<file path="config.mk">
export PLATFORM = sky130hd
export DESIGN_NAME = coin_pulse_conditioner_flat
export DESIGN_NICKNAME = d
export VERILOG_FILES = /design/src/rtl/coin_pulse_conditioner_pkg.sv /design/src/rtl/coin_pulse_conditioner_if.sv /design/src/rtl/coin_input_debounce.sv /design/src/rtl/coin_pulse_conditioner.sv /design/src/flat_wrapper.sv
export SDC_FILE = /design/constraint.sdc
export NUM_CORES = 1
export LEC_CHECK = 0
export CAP_MARGIN = 20
export CELL_PAD_IN_SITES_DETAIL_PLACEMENT = 1
export CELL_PAD_IN_SITES_GLOBAL_PLACEMENT = 1
export CORE_ASPECT_RATIO = 2
export CORE_MARGIN = 4
export CORE_UTILIZATION = 46
export DETAILED_ROUTE_END_ITERATION = 10
export GPL_ROUTABILITY_DRIVEN = 0
export PLACE_DENSITY_LB_ADDON = 0.1
export SLEW_MARGIN = 20
export SYNTH_ARGS = -nofsm -noshare
export SYNTH_HDL_FRONTEND = slang
export SYNTH_SLANG_ARGS = --single-unit
</file>
<file path="constraint.sdc">
create_clock -name clock -period 1.6 [get_ports clock]
set_input_delay 0.48 -clock clock [delete_from_list [all_inputs] [get_ports clock]]
set_output_delay 0.48 -clock clock [all_outputs]
set_load 0.01 [all_outputs]
</file>
<file path="src/rtl/coin_pulse_conditioner_pkg.sv">
// Shared types and constants for the coin pulse conditioner:
// issue FSM encoding, channel indices and a counter-width helper.
package coin_pulse_conditioner_pkg;

  typedef enum logic [1:0] {
    IDLE  = 2'b00,
    ISSUE = 2'b01,
    GAP   = 2'b10
  } issue_state_e;

  localparam int unsigned NUM_CH        = 3;
  localparam int unsigned CH_FIVE       = 0;
  localparam int unsigned CH_TEN        = 1;
  localparam int unsigned CH_TWENTYFIVE = 2;

  // Bits needed to hold values 0..max_val, never less than one.
  function automatic int unsigned cnt_width(input int unsigned max_val);
    return (max_val < 2) ? 1 : $clog2(max_val + 1);
  endfunction

endpackage

</file>
<file path="src/rtl/coin_pulse_conditioner_if.sv">
// Sensor/feedback inputs and coin pulse outputs of the conditioner.
// master drives the sensors and product feedback; slave is the conditioner.
interface coin_pulse_conditioner_if;

  logic rawFive;
  logic rawTen;
  logic rawTwentyFive;
  logic theProduct;
  logic fiveRupees;
  logic tenRupees;
  logic twentyFiveRupees;
  logic coinReturn;

  modport master (
    output rawFive, rawTen, rawTwentyFive, theProduct,
    input  fiveRupees, tenRupees, twentyFiveRupees, coinReturn
  );

  modport slave (
    input  rawFive, rawTen, rawTwentyFive, theProduct,
    output fiveRupees, tenRupees, twentyFiveRupees, coinReturn
  );

endinterface

</file>
<file path="src/rtl/coin_input_debounce.sv">
// One coin sensor channel: synchronizer, stability-count debouncer and
// rising-edge detect producing a single-cycle registered coin_event.
module coin_input_debounce
  import coin_pulse_conditioner_pkg::*;
#(
  parameter int unsigned SYNC_STAGES     = 2,
  parameter int unsigned DEBOUNCE_CYCLES = 4
) (
  input  logic clock,
  input  logic reset,
  input  logic raw,
  output logic coin_event
);

  localparam int unsigned CW = cnt_width(DEBOUNCE_CYCLES);

  logic [SYNC_STAGES-1:0] sync_q, sync_d;
  logic                   level_q, level_d;
  logic [CW-1:0]          cnt_q, cnt_d;
  logic                   event_q, event_d;

  // Level toggles on the DEBOUNCE_CYCLES-th consecutive differing sample.
  always_comb begin
    sync_d  = {sync_q[SYNC_STAGES-2:0], raw};
    level_d = level_q;
    cnt_d   = '0;
    if (sync_q[SYNC_STAGES-1] != level_q) begin
      if (cnt_q == CW'(DEBOUNCE_CYCLES - 1)) begin
        level_d = ~level_q;
      end else begin
        cnt_d = cnt_q + CW'(1);
      end
    end
    event_d = level_d & ~level_q;
  end

  always_ff @(posedge clock or posedge reset) begin
    if (reset) begin
      sync_q  <= '0;
      level_q <= 1'b0;
      cnt_q   <= '0;
      event_q <= 1'b0;
    end else begin
      sync_q  <= sync_d;
      level_q <= level_d;
      cnt_q   <= cnt_d;
      event_q <= event_d;
    end
  end

  assign coin_event = event_q;

endmodule

</file>
<file path="src/rtl/coin_pulse_conditioner.sv">
// Turns three bouncing coin sensors into clean, spaced, single-cycle coin
// pulses for the vending FSM; rejects coins during delivery via coinReturn.
module coin_pulse_conditioner
  import coin_pulse_conditioner_pkg::*;
#(
  parameter int unsigned SYNC_STAGES     = 2,
  parameter int unsigned DEBOUNCE_CYCLES = 4,
  parameter int unsigned GAP_CYCLES      = 2
) (
  input  logic                     clock,
  input  logic                     reset,
  coin_pulse_conditioner_if.slave  bus
);

  localparam int unsigned GW = cnt_width(GAP_CYCLES);

  logic [NUM_CH-1:0] raw_vec;
  logic [NUM_CH-1:0] ev;

  issue_state_e      state_q, state_d;
  logic [NUM_CH-1:0] flag_q, flag_d;
  logic [NUM_CH-1:0] coin_q, coin_d;
  logic              ret_q, ret_d;
  logic [GW-1:0]     gap_q, gap_d;

  logic [NUM_CH-1:0] issue_sel;
  logic [NUM_CH-1:0] pend;
  logic [NUM_CH-1:0] dup;
  logic [NUM_CH-1:0] prod_rej;
  logic [NUM_CH-1:0] take;

  assign raw_vec[CH_FIVE]       = bus.rawFive;
  assign raw_vec[CH_TEN]        = bus.rawTen;
  assign raw_vec[CH_TWENTYFIVE] = bus.rawTwentyFive;

  for (genvar i = 0; i < NUM_CH; i++) begin : g_ch
    coin_input_debounce #(
      .SYNC_STAGES     (SYNC_STAGES),
      .DEBOUNCE_CYCLES (DEBOUNCE_CYCLES)
    ) u_deb (
      .clock      (clock),
      .reset      (reset),
      .raw        (raw_vec[i]),
      .coin_event (ev[i])
    );
  end

  // Issue FSM plus pending-flag and coinReturn bookkeeping.
  always_comb begin
    state_d   = state_q;
    gap_d     = gap_q;
    coin_d    = '0;
    issue_sel = '0;

    case (state_q)
      IDLE: begin
        if (!bus.theProduct && (flag_q != '0)) begin
          if (flag_q[CH_TWENTYFIVE])  issue_sel[CH_TWENTYFIVE] = 1'b1;
          else if (flag_q[CH_TEN])    issue_sel[CH_TEN]        = 1'b1;
          else                        issue_sel[CH_FIVE]       = 1'b1;
          coin_d  = issue_sel;
          state_d = ISSUE;
        end
      end
      ISSUE: begin
        gap_d   = GW'(GAP_CYCLES);
        state_d = GAP;
      end
      GAP: begin
        // The IDLE decision cycle is the last idle cycle of the gap.
        gap_d = gap_q - GW'(1);
        if (gap_d <= GW'(1)) state_d = IDLE;
      end
      default: state_d = IDLE;
    endcase

    // A flag cleared by this cycle's issue may be re-set without a return.
    pend     = flag_q & ~issue_sel;
    dup      = ev & pend;
    prod_rej = ev & {NUM_CH{bus.theProduct}};
    take     = ev & ~pend & ~{NUM_CH{bus.theProduct}};
    flag_d   = pend | take;
    ret_d    = |(dup | prod_rej);
  end

  always_ff @(posedge clock or posedge reset) begin
    if (reset) begin
      state_q <= IDLE;
      flag_q  <= '0;
      coin_q  <= '0;
      ret_q   <= 1'b0;
      gap_q   <= '0;
    end else begin
      state_q <= state_d;
      flag_q  <= flag_d;
      coin_q  <= coin_d;
      ret_q   <= ret_d;
      gap_q   <= gap_d;
    end
  end

  assign bus.fiveRupees       = coin_q[CH_FIVE];
  assign bus.tenRupees        = coin_q[CH_TEN];
  assign bus.twentyFiveRupees = coin_q[CH_TWENTYFIVE];
  assign bus.coinReturn       = ret_q;

endmodule

</file>
<file path="src/flat_wrapper.sv">
// flat-port wrapper written by rule: the top's interface ports become plain ports
module coin_pulse_conditioner_flat import coin_pulse_conditioner_pkg::*;
#(
  parameter int unsigned SYNC_STAGES     = 2,
  parameter int unsigned DEBOUNCE_CYCLES = 4,
  parameter int unsigned GAP_CYCLES      = 2
)
  (clock, reset, bus_rawFive, bus_rawTen, bus_rawTwentyFive, bus_theProduct, bus_fiveRupees, bus_tenRupees, bus_twentyFiveRupees, bus_coinReturn);
  coin_pulse_conditioner_if bus_i ();
  input  logic clock;
  input  logic reset;
  input wire logic [$bits(bus_i.rawFive)-1:0] bus_rawFive;
  input wire logic [$bits(bus_i.rawTen)-1:0] bus_rawTen;
  input wire logic [$bits(bus_i.rawTwentyFive)-1:0] bus_rawTwentyFive;
  input wire logic [$bits(bus_i.theProduct)-1:0] bus_theProduct;
  output wire logic [$bits(bus_i.fiveRupees)-1:0] bus_fiveRupees;
  output wire logic [$bits(bus_i.tenRupees)-1:0] bus_tenRupees;
  output wire logic [$bits(bus_i.twentyFiveRupees)-1:0] bus_twentyFiveRupees;
  output wire logic [$bits(bus_i.coinReturn)-1:0] bus_coinReturn;
  assign bus_i.rawFive = bus_rawFive;
  assign bus_i.rawTen = bus_rawTen;
  assign bus_i.rawTwentyFive = bus_rawTwentyFive;
  assign bus_i.theProduct = bus_theProduct;
  assign bus_fiveRupees = bus_i.fiveRupees;
  assign bus_tenRupees = bus_i.tenRupees;
  assign bus_twentyFiveRupees = bus_i.twentyFiveRupees;
  assign bus_coinReturn = bus_i.coinReturn;
  coin_pulse_conditioner #(.SYNC_STAGES(SYNC_STAGES), .DEBOUNCE_CYCLES(DEBOUNCE_CYCLES), .GAP_CYCLES(GAP_CYCLES)) u_core (.clock(clock), .reset(reset), .bus(bus_i));
endmodule
</file>
==> reports/results.tsv, run 1 <==
stage	metric	value	unit
run_status	outcome	finished clean	
clock_tree	CTS tree	built	
sta	Slew Viols, Final	0	
final_layout	Finished Layout Cells	147	
setup_path	RR Startpoint	u_core.state_q[1]	
flow_run	maxcap violations	0	
setup_path	peak per-stage delay on the critical path	410	ps
synth	Post-Synth Simple-Gate Area	0.157	
setup_path	Worst Path Required	1750	ps
drt	wire length on met1	768	µm
drt	First-pass DRT Iterations	2	
setup_path	critical path launch point type	flip-flop	
drt	Residual DRC	0	
drt	Met2 Wirelength	1340	µm
worst_hold_path	Worst Hold Depth	0	
floorplanning	die area	0.00381	mm²
synth	Synth Area in Compound Gates	0.0822	
clock_tree	clk_lat worst skew	280	ps
final_layout	Syn-to-layout area delta	20.3	%
synth	mux cell area share after synthesis	0.0344	
placement	Detailed Place HPWL	1680	µm
global_routing	largest net degree at the start of global routing	33	
global_routing	first-pass GRT wire length	4050	µm
synth	Yosys cell types	25	
setup_path	CP Cell Sequence	inv_1 -> ha_4 -> or3b_4 -> a21oi_2 -> o221ai_2	
sta	worst slew pin tran	324	ps
final_layout	most frequent cells in the layout	dfrtp_1, inv_1, o21ai_0	
synth	synthesized area	0.00131	mm²
clock_tree	Clock Path Buffers	2	
synth	Post-Syn Area per Cell	13.1	µm²
final_layout	ant diodes	0	
synth	fraction of the mapped netlist area in adder cells	0.0574	
sta	Clock Skew	1.94	ps
synth	xor/xnor cell area share of the yosys netlist	0.0268	
setup_path	r2r setup slk	60	ps
clock_tree	Reg clk slew, reported paths	60	ps
worst_hold_path	Worst Hold Endpoint	u_core.g_ch[0].u_deb.sync_q[1]	
floorplanning	Core Footprint	0.00274	mm²
clock_tree	clk sinks	32	
synth	Synth Register Bits	32	
global_routing	remaining global-route overflow	0	
clock_tree	CTS Buf Count	5	
synth	YS warnings	0	
setup_path	Reg2Reg Capture Point	u_core.bus.coinReturn	
worst_hold_path	Hold Crit Start	u_core.g_ch[0].u_deb.sync_q[0]	
final_layout	commonest non-fill, non-tap cell in the layout	dfrtp_1	
synth	Net Count, Synth	112	
floorplanning	I/O pins	10	
floorplanning	DIE WIDTH	45.7	µm
drt	DRT iter0 DRCs	6	
sta	setup TNS	0	ps
sta	Rel. slew slack	0.782	
pwr	Max VDD drop	0.916	mV
drt	post-route ant nets	0	
pwr	leakage	0.000746	µW
synth	Synth Instances	100	
setup_path	CP bufs+invs	1	
drt	Top Layer Used	met4	
clock_tree	clock root buffer	clkbuf_8	
sta	RSZ-0062 raised after global routing	no	
floorplanning	row count	27	
global_routing	vias in the first global route	903	
global_routing	initial antenna violation count	0	
sta	Finish-stage setup viols	0	
setup_path	CP top delay family	flip-flops	
drt	Via Count	798	
drt	final wirelength	2260	µm
final_layout	NumNets Final	130	
worst_hold_path	worst min path class	reg2reg	
floorplanning	starting density of the core	0.478	
pwr	Pwr Density	1650	mW/mm²
sta	Period Utilization, post-route	0.960	
sta	Tmin final	1540	ps
drt	WL/cell	15.4	µm
floorplanning	Die Height	83.4	µm
setup_path	Critical Path Start	u_core.state_q[1]	
setup_path	slowest CP cell	dfrtp_1	
setup_path	CP Capture Type	flip-flop	
sta	Final Hold Vio Count	0	
setup_path	kind of critical path	reg2reg	
clock_tree	Post-CTS Setup Bufs	0	
setup_path	worst reg2reg path depth	5	
placement	# placed instances	140	
synth	main combinational cell family by area after synthesis	simple AND/OR/NAND/NOR gates	
sta	Fmax	0.651	GHz
final_layout	layout cells sized above 1	0.186	
setup_path	worst-path fanout max	7	
drt	drt via density	5.43	
clock_tree	hold_buf cts	0	
clock_tree	CTS HTree Levels	2	
setup_path	worst path arrival time	1680	ps
synth	sequential area share after synthesis	0.612	
global_routing	total track usage	0.150	
drt	met3 wire len	74	µm
placement	Buffers on Ports	9	
[power breakdown]
group          internal [µW]  switching [µW]
clock                    382             272
sequential               980             124
combinational            451             385
total                   1810             781
[cell type report]
class	count	area, µm²
Fill cell	289	1160
Sequential cell	32	801
Multi-Input combinational cell	58	483
Timing Repair Buffer	13	128
Clock buffer	7	96.3
Tap cell	29	36.3
Inverter	8	30.0
[layer usage]
layer,up-vias,track usage
met5,-,0
met4,0,0.101
met3,6,0.0456
met2,10,0.250
met1,407,0.146
li1,375,-
[sequential cells by signal (all words and copies together) (netlist names)]
name and flops:
u_core.bus.coinReturn 1, u_core.g_ch.u_deb.cnt_q 9, u_core.coin_q 3, u_core.gap_q 2, u_core.g_ch.u_deb.coin_event 3, u_core.g_ch.u_deb.level_q 3
u_core.g_ch.u_deb.sync_q 6, u_core.state_q 2, u_core.flag_q 3
[stage by stage]
stage	setup slack (ps)	cell area [µm²]	util	hold WS [ps]	power, µW
global route	5.64	1570	0.575	365	2800
CTS	45.2	1570	0.574	358	2640
global placement	-71.1	1470	0.536	333	1850
finish	64.1	1570	0.575	352	2590
floorplan	134	1310	-	331	1690
detailed placement	-98.6	1470	0.536	336	1920
[worst max-delay path by stage]
stage               slack, ps  cells after the start                    end
global placement          -70                      3      u_core.state_q[1]
finish                     60                      5  u_core.bus.coinReturn
global route                6                      5  u_core.bus.coinReturn
floorplan                 130                      5  u_core.bus.coinReturn
CTS                        50                      5  u_core.bus.coinReturn
detailed placement       -100                      3      u_core.state_q[1]
[synth_stat cells]
master	instances	area [µm²]
nand2_1	1	3.75
buf_2	2	10.0
a221oi_2	1	15.0
nor2_1	2	7.51
nor3_1	5	25.0
mux2_1	1	11.3
nor2b_1	3	18.8
and2b_2	1	8.76
o21ai_0	8	40.0
mux2_2	3	33.8
ha_1	6	75.1
or3b_4	1	11.3
inv_1	8	30.0
a21oi_1	4	20.0
a211o_1	1	8.76
or2b_1	2	15.0
dfrtp_1	32	801
nor4b_4	1	23.8
and3b_1	3	26.3
xnor2_1	4	35.0
o221ai_2	1	15.0
a21oi_2	1	8.76
nand3b_1	1	7.51
nor3b_1	7	52.6
nand3_1	1	5.00
[cell families after synthesis]
family	count (synthesis)
and+or+nand+nor	28
adders and majority gates	6
DFF	32
muxes	4
AOI/OAI and AO/OA	16
xor gates and xnor gates	4
buffers and inverters	10
[repair_timing]
item,in CTS,in global routing
gates cloned,0,0
endpoints found under the hold margin,0,0
endpoints found under the setup margin,6,1
pin swaps,0,1
gates resized for setup,6,1
Note: power is estimated with default switching activity, not from simulation.
==> inputs of run 2 (changes only) <==
--- a/config.mk
+++ b/config.mk
@@ -9,8 +9,9 @@
 export CELL_PAD_IN_SITES_DETAIL_PLACEMENT = 1
 export CELL_PAD_IN_SITES_GLOBAL_PLACEMENT = 1
 export CORE_ASPECT_RATIO = 2
-export CORE_MARGIN = 4
+export CORE_MARGIN = 3
 export CORE_UTILIZATION = 46
+export CTS_BUF_LIST = sky130_fd_sc_hd__clkbuf_16
 export DETAILED_ROUTE_END_ITERATION = 10
 export GPL_ROUTABILITY_DRIVEN = 0
 export PLACE_DENSITY_LB_ADDON = 0.1
==> reports/results.tsv, run 2 (synthesis gave the netlist of run 1 again) <==
stage	metric	value	unit	change
run_status	outcome	finished clean		
flow_run	maxcap violations	0		unchanged
final_layout	commonest non-fill, non-tap cell in the layout	dfrtp_1		
clock_tree	clk sinks	32		unchanged
pwr	register share of total power	0.364		-0.061
final_layout	Syn-to-layout area delta	25.1	%	
global_routing	largest net degree at the start of global routing	33		unchanged
placement	placed cell areas	0.00147	mm²	about the same
pwr	Psw	861	µW	+10%
global_routing	remaining global-route overflow	0		unchanged
final_layout	most frequent cells in the layout	dfrtp_1, inv_1, o21ai_0		
clock_tree	CTS tree	built		
pwr	Pint	2180	µW	+20%
drt	final wirelength	2650	µm	+17%
pwr	leakage	0.000783	µW	+4.9%
pwr	Pwr Density	1860	mW/mm²	+13%
clock_tree	clk_lat worst skew	280	ps	about the same
drt	post-route ant nets	0		unchanged
clock_tree	Post-CTS Setup Bufs	0		unchanged
global_routing	total track usage	0.179		+0.0296
pwr	clock group share of total power	0.343		+0.091
clock_tree	CTS Buf Count	5		unchanged
final_layout	Fill cells	248		-14%
setup_path	peak per-stage delay on the critical path	390	ps	-20 ps
drt	Residual DRC	0		unchanged
worst_hold_path	worst min path class	reg2reg		
setup_path	CP Cell Sequence	buf_4 -> ha_1 -> a221oi_2 -> mux2_1		
final_layout	cell area after layout	0.00164	mm²	+4.1%
setup_path	critical path launch point type	flip-flop		
setup_path	Worst Path Required	1750	ps	about the same
setup_path	CP Capture Type	flip-flop		
pwr	Max VDD drop	1.01	mV	+10%
pwr	sw frac	0.283		-0.0177
pwr	Comb pwr share	0.293		-0.029
floorplanning	die area	0.00356	mm²	-6.7%
clock_tree	CTS HTree Levels	2		unchanged
final_layout	NumNets Final	130		unchanged
drt	Via Count	803		+0.63%
clock_tree	Reg clk slew, reported paths	50	ps	about the same
clock_tree	hold_buf cts	0		unchanged
setup_path	kind of critical path	reg2reg		
final_layout	Largest regs	u_core.g_ch.u_deb.cnt_q (9), u_core.g_ch.u_deb.sync_q (6)		
sta	Rel. slew slack	0.734		-0.0479
placement	Detailed Place HPWL	1750	µm	+4.1%
clock_tree	post-cts resize count	5		-1
final_layout	layout cells sized above 1	0.176		-0.00997
sta	Finish-stage setup viols	0		unchanged
sta	Period Utilization, post-route	0.974		+0.0138
drt	First-pass DRT Iterations	2		unchanged
final_layout	ant diodes	0		unchanged
floorplanning	starting density of the core	0.497		+0.0184
sta	RSZ-0062 raised after global routing	yes		
drt	DRT iter0 DRCs	12		+6
floorplanning	DIE WIDTH	43.7	µm	-4.4%
global_routing	first-pass GRT wire length	4430	µm	+9.4%
sta	Final Hold Vio Count	0		unchanged
clock_tree	clock root buffer	clkbuf_16		
sta	Slew Viols, Final	0		unchanged
global_routing	vias in the first global route	962		+6.5%
floorplanning	I/O pins	10		unchanged
pwr	Pwr Total	3040	µW	+17%
sta	worst hold slack	360	ps	+8.26 ps
sta	Tmin final	1560	ps	+22.0 ps
clock_tree	Clock Path Buffers	2		unchanged
final_layout	number of flip-flops in the largest register	9		unchanged
final_layout	Biggest register	u_core.g_ch.u_deb.cnt_q		
floorplanning	Core Footprint	0.00264	mm²	-3.7%
drt	WL/cell	18.0	µm	+17%
drt	drt via density	5.46		+0.63%
floorplanning	Die Height	81.4	µm	-2.4%
setup_path	slowest CP cell	dfrtp_1		
setup_path	worst-path fanout max	5		-2
sta	worst slew pin tran	396	ps	+71.3 ps
sta	Clock Skew	4.53	ps	+2.59 ps
setup_path	worst path arrival time	1710	ps	+30 ps
global_routing	initial antenna violation count	0		unchanged
sta	Fmax	0.642	GHz	-1.4%
floorplanning	row count	26		-3.7%
placement	Buffers on Ports	9		unchanged
run 2: per-stage QoR:
stage	setup TNS [ps]	worst slack, ps	util	instances
floorplan	0	134	-	100
global placement	-46.9	-46.9	0.557	139
detailed placement	-169	-117	0.557	139
CTS	0	43.3	0.618	147
global route	-68.2	-39.9	0.622	147
finish	0	42.1	0.622	147
run 2: final timing paths:
path,start,endpoint,slack (ps),depth (start not counted)
min in group asynchronous,reset,u_core.g_ch[1].u_deb.cnt_q[1],570,3
hold reg to reg,u_core.g_ch[2].u_deb.sync_q[0],u_core.g_ch[2].u_deb.sync_q[1],360,0
setup / recovery,u_core.state_q[1],u_core.state_q[1],40,4
max in group asynchronous,reset,u_core.g_ch[2].u_deb.sync_q[1],860,3
hold / removal,u_core.g_ch[2].u_deb.sync_q[0],u_core.g_ch[2].u_deb.sync_q[1],360,0
setup reg to reg,u_core.state_q[1],u_core.state_q[1],40,4
run 2: final cells by class:
class	instances	area, µm²	area share
clock inverters	3	38.8	0.0237
well taps	28	35.0	0.0214
flip-flops and latches	32	801	0.489
multi-input cells	58	480	0.293
repair buffers	13	128	0.0779
inverters	8	30.0	0.0183
clock buffers	5	125	0.0764
run 2: critical path, delay by kind of cell, from the launching register on:
family                   cells  cell delay, ps
multiplexers                 1             350
adder cells (fa/ha/maj)      1             260
buffers and inverters        1             140
AO/OA/AOI/OAI                1             290
flip-flops                   1             390
run 2: per-layer routing:
layer	up-vias	routed length, µm	track usage
li1	377	-	-
met1	399	845	0.152
met2	16	1580	0.327
met3	11	91	0.0570
met4	0	126	0.130
met5	-	0	0
run 2: power groups by stage:
stage                     combinational, µW  sequential (µW)  clock, µW
after floorplan                         605             1080          0
after global placement                  775             1100          0
after detailed placement                832             1110          0
after CTS                               855             1110       1060
after global routing                    988             1130       1100
final                                   891             1110       1040
